File: src/rtl/sram_fifo_ctrl_if.sv
// Stream bundle for sram_fifo_ctrl: producer side (s_*), consumer side (m_*) and the occupancy count.
interface sram_fifo_ctrl_if #(
    parameter int ADDR_W = 7,
    parameter int DATA_W = 16
);
    logic              s_valid;
    logic              s_ready;
    logic [DATA_W-1:0] s_data;
    logic              m_valid;
    logic              m_ready;
    logic [DATA_W-1:0] m_data;
    logic [ADDR_W:0]   count;

    modport slave  (input  s_valid, s_data, m_ready, output s_ready, m_valid, m_data, count);
    modport master (output s_valid, s_data, m_ready, input  s_ready, m_valid, m_data, count);
endinterface

File: src/rtl/sram_fifo_ctrl.sv
// Runs a dual-port SRAM (A write-only, B read-only) as a FIFO, with a 2-entry output buffer
// that hides the one-cycle read latency.
module sram_fifo_ctrl #(
    parameter int ADDR_W = 7,
    parameter int DATA_W = 16
) (
    input  logic              clk,
    input  logic              xrst,
    input  logic              clr,
    sram_fifo_ctrl_if.slave   st,
    output logic [ADDR_W-1:0] sram_aa,
    output logic [DATA_W-1:0] sram_ia,
    output logic              sram_csba,
    output logic              sram_weba,
    output logic              sram_reba,
    output logic              sram_oeba,
    output logic [ADDR_W-1:0] sram_ab,
    output logic              sram_csbb,
    output logic              sram_webb,
    output logic              sram_rebb,
    output logic              sram_oebb,
    output logic [DATA_W-1:0] sram_ib,
    input  logic [DATA_W-1:0] sram_ob
);
    localparam logic [ADDR_W:0] DEPTH_C = {1'b1, {ADDR_W{1'b0}}};

    logic [ADDR_W-1:0] wptr_r;
    logic [ADDR_W-1:0] rptr_r;
    logic [ADDR_W:0]   mem_cnt_r;
    logic [ADDR_W:0]   mem_cnt_next_s;
    logic [ADDR_W:0]   count_r;
    logic              inflight_r;
    logic [1:0]        ob_cnt_r;
    logic [1:0]        ob_cnt_next_s;
    logic [DATA_W-1:0] ob0_r;
    logic [DATA_W-1:0] ob1_r;
    logic              s_ready_r;
    logic              m_valid_r;
    logic              oebb_r;
    logic              push_s;
    logic              pop_s;
    logic              issue_s;
    logic [2:0]        ob_room_s;

    // Handshake decode, read-issue decision and next occupancy values.
    always_comb begin
        push_s         = st.s_valid & s_ready_r & ~clr;
        pop_s          = m_valid_r & st.m_ready;
        // Buffer slots still claimed after this cycle; a read may only be issued if one stays free.
        ob_room_s      = {1'b0, ob_cnt_r} + {2'b00, inflight_r} - {2'b00, pop_s};
        issue_s        = ~clr & (mem_cnt_r != {(ADDR_W+1){1'b0}}) & (ob_room_s < 3'd2);
        mem_cnt_next_s = mem_cnt_r + {{ADDR_W{1'b0}}, push_s} - {{ADDR_W{1'b0}}, issue_s};
        case ({inflight_r, pop_s})
            2'b10:   ob_cnt_next_s = ob_cnt_r + 2'd1;
            2'b01:   ob_cnt_next_s = ob_cnt_r - 2'd1;
            default: ob_cnt_next_s = ob_cnt_r;
        endcase
    end

    assign sram_csba = ~push_s;
    assign sram_weba = ~push_s;
    assign sram_aa   = wptr_r;
    assign sram_ia   = st.s_data;
    assign sram_reba = 1'b1;
    assign sram_oeba = 1'b1;
    assign sram_csbb = ~issue_s;
    assign sram_rebb = ~issue_s;
    assign sram_ab   = rptr_r;
    assign sram_webb = 1'b1;
    assign sram_oebb = oebb_r;
    assign sram_ib   = {DATA_W{1'b0}};

    assign st.s_ready = s_ready_r;
    assign st.m_valid = m_valid_r;
    assign st.m_data  = ob0_r;
    assign st.count   = count_r;

    // Pointers, occupancy counters and registered handshake outputs.
    always_ff @(posedge clk or negedge xrst) begin
        if (!xrst) begin
            wptr_r     <= {ADDR_W{1'b0}};
            rptr_r     <= {ADDR_W{1'b0}};
            mem_cnt_r  <= {(ADDR_W+1){1'b0}};
            count_r    <= {(ADDR_W+1){1'b0}};
            inflight_r <= 1'b0;
            ob_cnt_r   <= 2'd0;
            s_ready_r  <= 1'b0;
            m_valid_r  <= 1'b0;
            oebb_r     <= 1'b1;
        end else if (clr) begin
            wptr_r     <= {ADDR_W{1'b0}};
            rptr_r     <= {ADDR_W{1'b0}};
            mem_cnt_r  <= {(ADDR_W+1){1'b0}};
            count_r    <= {(ADDR_W+1){1'b0}};
            inflight_r <= 1'b0;
            ob_cnt_r   <= 2'd0;
            s_ready_r  <= 1'b1;
            m_valid_r  <= 1'b0;
            oebb_r     <= 1'b0;
        end else begin
            wptr_r     <= wptr_r + {{(ADDR_W-1){1'b0}}, push_s};
            rptr_r     <= rptr_r + {{(ADDR_W-1){1'b0}}, issue_s};
            mem_cnt_r  <= mem_cnt_next_s;
            count_r    <= mem_cnt_next_s + {{ADDR_W{1'b0}}, issue_s}
                          + {{(ADDR_W-1){1'b0}}, ob_cnt_next_s};
            inflight_r <= issue_s;
            ob_cnt_r   <= ob_cnt_next_s;
            s_ready_r  <= (mem_cnt_next_s < DEPTH_C);
            m_valid_r  <= (ob_cnt_next_s != 2'd0);
            oebb_r     <= 1'b0;
        end
    end

    // Output buffer data: ob0 is the head, ob1 the next word; captures land behind any held word.
    always_ff @(posedge clk or negedge xrst) begin
        if (!xrst) begin
            ob0_r <= {DATA_W{1'b0}};
            ob1_r <= {DATA_W{1'b0}};
        end else if (clr) begin
            ob0_r <= ob0_r;
            ob1_r <= ob1_r;
        end else begin
            case ({inflight_r, pop_s})
                2'b10: begin
                    if (ob_cnt_r == 2'd0) begin
                        ob0_r <= sram_ob;
                    end else begin
                        ob1_r <= sram_ob;
                    end
                end
                2'b01: begin
                    ob0_r <= ob1_r;
                end
                2'b11: begin
                    if (ob_cnt_r == 2'd1) begin
                        ob0_r <= sram_ob;
                    end else begin
                        ob0_r <= ob1_r;
                        ob1_r <= sram_ob;
                    end
                end
                default: begin
                    ob0_r <= ob0_r;
                    ob1_r <= ob1_r;
                end
            endcase
        end
    end
endmodule

File: src/flat_wrapper.sv
// flat-port wrapper written by rule: the top's interface ports become plain ports
module sram_fifo_ctrl_flat 
#(
    parameter int ADDR_W = 7,
    parameter int DATA_W = 16
)
  (clk, xrst, clr, sram_aa, sram_ia, sram_csba, sram_weba, sram_reba, sram_oeba, sram_ab, sram_csbb, sram_webb, sram_rebb, sram_oebb, sram_ib, sram_ob, st_s_valid, st_s_data, st_m_ready, st_s_ready, st_m_valid, st_m_data, st_count);
  sram_fifo_ctrl_if #(.ADDR_W(ADDR_W), .DATA_W(DATA_W)) st_i ();
  input  logic clk;
  input  logic xrst;
  input  logic clr;
  output logic [ADDR_W-1:0] sram_aa;
  output logic [DATA_W-1:0] sram_ia;
  output logic sram_csba;
  output logic sram_weba;
  output logic sram_reba;
  output logic sram_oeba;
  output logic [ADDR_W-1:0] sram_ab;
  output logic sram_csbb;
  output logic sram_webb;
  output logic sram_rebb;
  output logic sram_oebb;
  output logic [DATA_W-1:0] sram_ib;
  input  logic [DATA_W-1:0] sram_ob;
  input wire logic [$bits(st_i.s_valid)-1:0] st_s_valid;
  input wire logic [$bits(st_i.s_data)-1:0] st_s_data;
  input wire logic [$bits(st_i.m_ready)-1:0] st_m_ready;
  output wire logic [$bits(st_i.s_ready)-1:0] st_s_ready;
  output wire logic [$bits(st_i.m_valid)-1:0] st_m_valid;
  output wire logic [$bits(st_i.m_data)-1:0] st_m_data;
  output wire logic [$bits(st_i.count)-1:0] st_count;
  assign st_i.s_valid = st_s_valid;
  assign st_i.s_data = st_s_data;
  assign st_i.m_ready = st_m_ready;
  assign st_s_ready = st_i.s_ready;
  assign st_m_valid = st_i.m_valid;
  assign st_m_data = st_i.m_data;
  assign st_count = st_i.count;
  sram_fifo_ctrl #(.ADDR_W(ADDR_W), .DATA_W(DATA_W)) u_core (.clk(clk), .xrst(xrst), .clr(clr), .st(st_i), .sram_aa(sram_aa), .sram_ia(sram_ia), .sram_csba(sram_csba), .sram_weba(sram_weba), .sram_reba(sram_reba), .sram_oeba(sram_oeba), .sram_ab(sram_ab), .sram_csbb(sram_csbb), .sram_webb(sram_webb), .sram_rebb(sram_rebb), .sram_oebb(sram_oebb), .sram_ib(sram_ib), .sram_ob(sram_ob));
endmodule
File: config.mk
export PLATFORM = sky130hd
export DESIGN_NAME = sram_fifo_ctrl_flat
export DESIGN_NICKNAME = d
export VERILOG_FILES = /design/src/rtl/sram_fifo_ctrl_if.sv /design/src/rtl/sram_fifo_ctrl.sv /design/src/flat_wrapper.sv
export SDC_FILE = /design/constraint.sdc
export NUM_CORES = 1
export LEC_CHECK = 0
export ABC_AREA = 1
export CAP_MARGIN = 20
export CELL_PAD_IN_SITES_DETAIL_PLACEMENT = 0
export CELL_PAD_IN_SITES_GLOBAL_PLACEMENT = 1
export CORE_UTILIZATION = 31
export CTS_CLUSTER_DIAMETER = 60
export CTS_CLUSTER_SIZE = 40
export DETAILED_ROUTE_END_ITERATION = 16
export PLACE_DENSITY = 0.84
export SYNTH_ARGS = -nofsm -noshare
export SYNTH_HDL_FRONTEND = slang
export SYNTH_SLANG_ARGS = --single-unit
File: constraint.sdc
create_clock -name clk -period 4.01 [get_ports clk]
set_input_delay 0.6015 -clock clk [delete_from_list [all_inputs] [get_ports clk]]
set_output_delay 0.6015 -clock clk [all_outputs]
set_load 0.005 [all_outputs]
==> flow_summary.yaml, run 1 <==
drt:
  drtPass1Iterations: 4
  wl_microns: 8220
  drtAntennaViolNets: 0
  drt_iter0_markers: 161
  drc: 0
  via_count: 2915
  viasPerCell: 4.27
  wl_per_cell_microns: 12.0
power:
  peakVddDrop_uv: 478
  clkPwrFrac_pct: 23.5
  p_leak_uw: 0.00247
  p_switching_uw: 1410
  powerDensity_mw_per_mm2: 778
  cellInternalPower_uw: 2500
  switching_share_pct: 36.0
  combPwrFrac_pct: 49.0
  power_frac_seq_pct: 27.5
logic_synthesis:
  syn_area_sq_mm: 0.00384
  synth-seq-area-share_pct: 44.3
  synth_edf_count: 0
  synth_cells: 432
  ys_seq_elements: 68
  avgSynthCellArea_sq_um: 8.90
  ys_async_sr_fraction_pct: 100
  synth.distinct_cells: 32
  yosys_warnings: 0
  synth_top_flop_cell: "dfrtp_1"
clock_tree:
  cts_made_buffers: 9
  ctsHoldBuffers: 0
  clock-root-buffer: "clkbuf_16"
  path_clk_slew_ns: 0.06
  clk_latency_ns: 0.33
  cts.sinks: 68
  cts.path.max_buffers: 2
  h-tree-depth: 3
  cts_tree: "built"
floorplanning:
  chipWidth_microns: 113
  rows: 40
  pin_count: 117
  die_area_sq_mm: 0.0129
  start_util_pct: 31.9
  core_area_sq_mm: 0.0121
  die_h_microns: 113
global_route:
  grt-ovfl-total: 0
  track_usage_pct: 13.2
  antenna_found_initial: 0
  grt_pass1_wl_microns: 13100
  grt_pass1_vias: 2715
  grt_max_degree: 56
setup_path:
  critPathLaunch: "st_m_ready"
  endpoint: "u_core.st.count[5]"
  cp.arrival_ns: 4.09
  worstReg2RegEnd: "u_core.st.count[5]"
  path_class: "in -> reg"
  end_kind: "register"
  rrSetupSlack_ns: 0.28
  r2r-start: "u_core.inflight_r"
  startpoint_type: "primary input"
  cp.required_ns: 4.27
  reg2reg_depth: 19
  path_max_fanout: 4
finish:
  num_antenna_cells: 0
  layout.nets: 572
  drive_gt1_share_pct: 16.0
  seqCellArea_sq_mm: 0.00170
  multi_input_area_sq_mm: 0.00158
  areaGrowthSynthToFinish_pct: 30.8
  nFillCells: 1181
  final_cell_mix: "inv_1, dfrtp_1, clkdlybuf4s50_1"
  layout_commonest_cell: "inv_1"
  final_cells: 682
  fin_area_sq_mm: 0.00503
sta:
  slew_violations: 0
  setup_tns_ns: 0
  maxSlewHeadroom_pct: 43.4
  finalCritPeriodShare_pct: 95.5
  whs_ns: 0.149
  finalSetupViolCount: 0
  finClkSkew_ns: 0.00503
  setup_ws_ns: 0.179
  finalCriticalPeriod_ns: 3.83
  hold_violations: 0
  tightest_slew_ns: 0.846
  fmax_mhz: 261
hold_path:
  hp-class: "in -> async"
job:
  maxCapViolations: 0
placed_design:
  portBuffers: 65
  dp.final_hpwl_microns: 5770
  post-place-ws_ns: -0.509
  place_congestion: 0.821
  dp.cells: 650
  post_dp_cell_area_sq_mm: 0.00453
run_status:
  status: "complete, no violations"
[cell type report]
| class | count | area share (%) |
|---|---|---|
| flip-flops and latches | 68 | 33.9 |
| multi-input cells | 251 | 31.5 |
| repair buffers | 94 | 17.1 |
| well taps | 168 | 4.18 |
| clock inverters | 6 | 2.21 |
| inverters | 85 | 6.34 |
| clock buffers | 10 | 4.75 |
[kinds of logic (layout without fill, tap and decap cells)]
logic type / after synthesis / count (layout) / synth area share [%]
simple gates: 124 / 124 / 13.8
compound gates: 65 / 65 / 9.63
buf+inv: 131 / 195 / 17.1
flops: 68 / 68 / 44.3
mux: 16 / 16 / 5.66
other cells: 2 / 20 / 0.195
fa+ha+maj: 26 / 26 / 9.24
[cells in the mapped netlist (all sizes together), types with 6 or more instances]
cell type | count | area share [%]
nand2 | 57 | 5.7
nor3 | 7 | 1.0
nand3 | 13 | 1.7
o22ai | 16 | 2.6
nor2 | 36 | 3.6
mux2 | 16 | 5.7
nand4 | 6 | 0.98
a21oi | 22 | 3.0
o21ai | 25 | 3.4
inv | 84 | 8.2
ha | 22 | 7.2
buf | 41 | 8.4
dfrtp | 67 | 44
[worst min-delay path by stage]
stage	startpoint	depth (start not counted)	to
final	xrst	1	u_core.st.m_data[3]
after global routing	xrst	1	u_core.ob1_r[4]
after CTS	xrst	1	u_core.st.m_data[2]
after detailed placement	u_core.ob1_r[6]	2	u_core.ob1_r[6]
after global placement	u_core.ob1_r[1]	2	u_core.ob1_r[1]
after floorplan	xrst	0	u_core.inflight_r
[critical path, cell delays in order]
cell	delay, ns
dlygate4sd2_1	0.25
nand2_2	0.08
inv_2	0.05
ha_4	0.22
nor2_4	0.08
inv_1	0.05
fa_2	0.51
nand4_1	0.12
inv_2	0.08
ha_1	0.22
inv_1	0.06
ha_2	0.18
fa_1	0.45
ha_1	0.30
a21oi_1	0.06
nor2_1	0.14
nand3_1	0.12
nor2_2	0.17
buf_4	0.13
o21ai_0	0.07
a21oi_1	0.13
[through the flow]
step | power (uW) | util [%]
after floorplan | 2250 | -
after global placement | 2860 | 37.5
after detailed placement | 2900 | 37.5
after CTS | 3920 | 41.4
after global routing | 4250 | 41.7
final | 3910 | 41.7
[layer usage]
| metal | share of wire [%] | vias up | global-route usage (%) |
|---|---|---|---|
| met4 | 1.3 | 0 | 4.47 |
| met1 | 46 | 1353 | 16.4 |
| met2 | 47 | 83 | 22.0 |
| li1 | - | 1468 | - |
| met3 | 5.7 | 11 | 3.93 |
| met5 | 0 | - | 0 |
[flip-flops by register name, summed over array words and instances (netlist names)]
signal and cells:
u_core.st.m_valid 1, u_core.sram_oebb 1, u_core.ob1_r 16, u_core.ob_cnt_r 2, u_core.mem_cnt_r 8, u_core.st.count 8
u_core.sram_ab 7, u_core.inflight_r 1, u_core.sram_aa 7, u_core.st.m_data 16, u_core.st.s_ready 1
[timing repair]
action / in CTS / in global routing
setup buffers: 13 / 3
setup endpoints to repair: 4 / 3
resized for setup: 8 / 3
pin swaps: 15 / 11
[power by group through the flow]
| stage | sequential (uW) | combinational (uW) | clock, uW |
|---|---|---|---|
| after floorplan | 1070 | 1190 | 0 |
| after global placement | 1080 | 1790 | 0 |
| after detailed placement | 1080 | 1820 | 0 |
| after CTS | 1080 | 1900 | 939 |
| after global routing | 1110 | 2170 | 973 |
| final | 1080 | 1920 | 919 |
(Power assumes the default switching activity.)
==> inputs of run 2 (changes only) <==
- CORE_UTILIZATION: 31 -> 35
- PLACE_DENSITY: 0.84 -> 0.89
- clock period: 4.01 -> 3.8 ns (I/O delays scaled with it)
==> run 2 against run 1 <==
- sequential share of layout area is 1.1 points higher
- clock power is 28% lower
- cell count is 5.3% lower
- global-route usage is 1.9 points higher
- combinational power is 11% higher
- clock-buffer cell count is 1 lower
- die area is 11% lower
- sequential power is 5% higher
- design area is 3.1% lower
- critical path type is now reg -> reg
==> flow_summary.yaml, run 2 (same netlist as run 1, synthesis figures left out) <==
run_status:
  status: "complete, no violations"
setup_path:
  startpoint_type: "register"
  end_kind: "register"
  path_class: "reg -> reg"
  rrSetupSlack_ns: 0.01
  r2r-start: "u_core.st.m_valid"
  critPathLaunch: "u_core.st.m_valid"
  cp.required_ns: 4.07
  reg2reg_depth: 23
  cp.arrival_ns: 4.05
  path_max_fanout: 4
  worstReg2RegEnd: "u_core.st.count[7]"
  endpoint: "u_core.st.count[7]"
sta:
  rsz0062_at_grt: "true"
  fmax_mhz: 264
  hold_violations: 0
  maxSlewHeadroom_pct: 42.7
  finClkSkew_ns: 0.00809
  tightest_slew_ns: 0.857
  slew_violations: 0
  whs_ns: 0.327
  finalSetupViolCount: 0
  finalCriticalPeriod_ns: 3.79
  setup_ws_ns: 0.0149
  finalCritPeriodShare_pct: 99.6
finish:
  layout_commonest_cell: "inv_1"
  areaGrowthSynthToFinish_pct: 26.7
  layout.nets: 568
  final_cell_mix: "inv_1, dfrtp_1, clkdlybuf4s50_1"
  num_antenna_cells: 0
  nFillCells: 982
  drive_gt1_share_pct: 17.3
floorplanning:
  pin_count: 117
  chipWidth_microns: 107
  rows: 37
  start_util_pct: 36.6
  core_area_sq_mm: 0.0105
  die_area_sq_mm: 0.0114
  die_h_microns: 107
placed_design:
  post-place-ws_ns: -0.620
  place_congestion: 0.790
  portBuffers: 65
  dp.final_hpwl_microns: 5790
drt:
  wl_per_cell_microns: 12.6
  drtAntennaViolNets: 0
  viasPerCell: 4.56
  wl_microns: 8140
  via_count: 2944
  drtPass1Iterations: 4
  drt_iter0_markers: 139
  drc: 0
global_route:
  grt_max_degree: 40
  antenna_found_initial: 0
  grt_pass1_wl_microns: 13600
  grt-ovfl-total: 0
  track_usage_pct: 15.1
  grt_pass1_vias: 2933
power:
  powerDensity_mw_per_mm2: 806
  p_leak_uw: 0.00241
  peakVddDrop_uv: 445
hold_path:
  hp-class: "in -> async"
clock_tree:
  clock-root-buffer: "clkbuf_8"
  path_clk_slew_ns: 0.08
  cts.sinks: 68
  cts_tree: "built"
  cts.path.max_buffers: 2
  cts_made_buffers: 9
  clk_latency_ns: 0.34
  h-tree-depth: 3
job:
  maxCapViolations: 0
run 2: changes by cell type in the layout (fill, tap and decap cells not counted), sizes merged:
cell           change
inv                +1
dlygate4sd2        -1
dlymetal6s2s       +2
buf                -4
bufinv             -1
clkdlybuf4s50      -2
clkinv             +1
run 2: critical path, cell delays in order, from the launching register on:
cell and delay [ns]:
dfrtp_1 0.40, nand2_2 0.08, inv_2 0.05, ha_4 0.22
nor2_4 0.12, inv_2 0.05, fa_2 0.36, nor2_2 0.11
nor2_1 0.04, nand4_1 0.15, inv_2 0.08, ha_4 0.27
inv_2 0.04, ha_4 0.15, fa_1 0.51, ha_1 0.32
a21oi_2 0.06, nor2_2 0.14, nand3_2 0.10, nor2_2 0.15
nand3_1 0.09, nand2_1 0.08, nand2_1 0.05, nor2_1 0.10
run 2: how the worst min path moves through the flow:
stage	start	end	slack, ns
finish	xrst	u_core.st.m_data[4]	0.33
detailed placement	u_core.ob1_r[13]	u_core.ob1_r[13]	0.47
CTS	xrst	u_core.st.m_data[0]	0.36
global placement	u_core.ob1_r[10]	u_core.ob1_r[10]	0.47
global route	xrst	u_core.ob1_r[2]	0.41
floorplan	xrst	u_core.inflight_r	0.27
run 2: final cells by class:
type	instances	area, sq um	share of cell area [%]
clock inverters	7	98.8	2.03
clock buffers	9	124	2.54
inverters	85	319	6.55
well taps	136	170	3.49
repair buffers	90	833	17.1
multi-input cells	251	1630	33.4
flip-flops and latches	68	1700	34.9
run 2: report_power, final:
| group | switching (uW) | internal [uW] | total, uW | leakage [uW] |
|---|---|---|---|---|
| Clock | 289 | 373 | 662 | 0.000110 |
| Sequential | 136 | 991 | 1130 | 0.000867 |
| Combinational | 1100 | 1040 | 2140 | 0.00143 |
| Total | 1530 | 2400 | 3930 | 0.00241 |
run 2: repair_timing:
item	4_1_cts	5_1_grt
setup endpoints to repair	4	6
setup buffers	5	5
pin swaps	3	14
hold buffers	0	0
gates resized for setup	2	16
run 2: per-stage QoR:
step                utilization, %  setup TNS (ns)  area, sq um  total power [uW]  cells
global route                  46.4          -0.629         4870              4310    646
global placement              43.1           -2.36         4530              3020    620
finish                        46.4               0         4870              3930    646
CTS                           45.6               0         4790              3830    641
detailed placement            43.1           -3.08         4530              3090    620
floorplan                        -               0         3940              2400    450
run 2: routing by layer:
| metal | wire length (microns) | up-vias | part of all wire, % | track usage (%) |
|---|---|---|---|---|
| li1 | - | 1456 | - | - |
| met1 | 3600 | 1381 | 44 | 19.6 |
| met2 | 3830 | 88 | 47 | 23.6 |
| met3 | 571 | 19 | 7.0 | 4.68 |
| met4 | 136 | 0 | 1.7 | 5.48 |
| met5 | 0 | - | 0 | 0 |
==> inputs of run 3 (changes only) <==
- CORE_UTILIZATION: 35 -> 47
- DONT_BUFFER_PORTS: not set -> 1
- PLACE_DENSITY: 0.89 -> 0.88
==> run 3 against run 2 <==
- sequential share of layout area up 6.6 points
- sequential power up 4%
- design area down 16%
- cell count down 17%
- clock-buffer cell count unchanged
- combinational power down 21%
- maximum frequency up 3.2%
- global-route usage up 2.9 points
- critical endpoint is now u_core.st.count[6]
- largest cell class unchanged
- largest power group unchanged
==> flow_summary.yaml, run 3 (same netlist as run 1, synthesis figures left out) <==
run_status:
  status: "complete, no violations"
sta:
  tightest_slew_ns: 1.08
  rsz0062_at_grt: "true"
  whs_ns: 0.0627
  finalCriticalPeriod_ns: 3.67
  hold_violations: 0
  maxSlewHeadroom_pct: 27.4
  finalCritPeriodShare_pct: 96.5
  finClkSkew_ns: 0.0111
  slew_violations: 0
  setup_tns_ns: 0
  fmax_mhz: 273
  finalSetupViolCount: 0
power:
  p_total_uw: 3470
  powerDensity_mw_per_mm2: 847
  p_leak_uw: 0.00209
  peakVddDrop_uv: 468
floorplanning:
  rows: 32
  core_area_sq_mm: 0.00781
  die_h_microns: 92.4
  chipWidth_microns: 92.4
  start_util_pct: 49.2
  die_area_sq_mm: 0.00855
  pin_count: 117
finish:
  areaGrowthSynthToFinish_pct: 6.54
  layout_commonest_cell: "inv_1"
  layout.nets: 490
  num_antenna_cells: 0
  drive_gt1_share_pct: 16.9
  final_cell_mix: "inv_1, dfrtp_1, nand2_1"
  final_core_util_pct: 52.5
setup_path:
  end_kind: "register"
  cp.arrival_ns: 3.90
  startpoint_type: "register"
  path_class: "reg -> reg"
  path_max_fanout: 3
  critPathLaunch: "u_core.st.m_valid"
  r2r-start: "u_core.st.m_valid"
  cp.required_ns: 4.03
global_route:
  antenna_found_initial: 0
  track_usage_pct: 18.0
  grt_pass1_wl_microns: 11900
  grt-ovfl-total: 0
  grt_pass1_vias: 2534
  grt_max_degree: 68
clock_tree:
  cts.sinks: 68
  cts_made_buffers: 9
  clock-root-buffer: "clkbuf_8"
  path_clk_slew_ns: 0.08
  h-tree-depth: 3
  cts_tree: "built"
  cts.path.max_buffers: 2
  clk_latency_ns: 0.35
hold_path:
  hp-class: "in -> async"
drt:
  wl_microns: 7490
  viasPerCell: 4.94
  via_count: 2639
  drtAntennaViolNets: 0
  drt_iter0_markers: 112
  wl_per_cell_microns: 14.0
  drc: 0
  drtPass1Iterations: 4
job:
  maxCapViolations: 0
placed_design:
  dp.final_hpwl_microns: 5120
  portBuffers: 0
  place_congestion: 0.812
[run 3: cell count changes in the layout (fill, tap and decap cells not counted), moves of 2 or more]
cell	before	now
inv_6	1	3
dlymetal6s2s_1	2	0
clkdlybuf4s50_1	61	0
buf_4	25	11
clkinv_4	2	0
[run 3: what timing repair did]
action	4_1_cts	5_1_grt
setup buffers	0	8
hold buffers	1	0
gates resized for setup	0	14
endpoints found under the hold margin	67	0
setup endpoints to repair	0	4
[run 3: metal layers]
metal  part of all wire (%)  global-route usage [%]  up-vias
li1                       -                       -     1299
met1                     44                    22.0     1247
met2                     48                    29.3       85
met3                    7.5                    6.98        8
met4                   0.96                    5.08        0
met5                      0                       0        -
[run 3: area by class of cell]
cell class	count	area, sq um
clock buffer	9	124
clock inverter	7	82.6
fill	740	3710
inverter	85	319
multi-input combinational	251	1630
sequential	68	1700
tap	102	128
timing repair buffer	12	110
[run 3: through the flow]
stage / setup WS (ns) / cells / area, sq um
final: 0.132 / 534 / 4100
after global routing: -0.0770 / 534 / 4100
after CTS: 0.0464 / 526 / 3980
after detailed placement: -0.0877 / 509 / 3750
after global placement: 0.0258 / 509 / 3750
after floorplan: 0.0191 / 450 / 3940
[run 3: path summary, 6_finish.rpt]
kind | depth (start not counted) | endpoint | slack [ns]
min | 0 | u_core.sram_oebb | 0.06
max | 22 | u_core.st.count[6] | 0.13
max in group asynchronous | 1 | u_core.sram_aa[3] | 3.42
min reg2reg | 2 | u_core.ob1_r[2] | 0.50
min in group clk | 1 | u_core.st.count[0] | 0.29
max reg2reg | 22 | u_core.st.count[6] | 0.13
[run 3: power by group]
| group | total, uW | switching (uW) | internal, uW |
|---|---|---|---|
| sequential | 1170 | 177 | 991 |
| clock | 628 | 313 | 314 |
| combinational | 1680 | 979 | 696 |
[run 3: critical path: stages, from the launching register on]
cell and delay (ns):
dfrtp_1 0.41, nand2_2 0.09, inv_2 0.05, ha_4 0.22, nor2_4 0.12, inv_2 0.05, fa_2 0.36, nor2_2 0.11
nor2_1 0.05, nand4_1 0.12, inv_2 0.07, ha_4 0.26, inv_2 0.04, ha_4 0.15, fa_1 0.52, inv_2 0.05
fa_2 0.34, nor2_2 0.10, inv_2 0.06, nor3_4 0.20, nand3_1 0.09, nand2_1 0.06, nor2_1 0.04
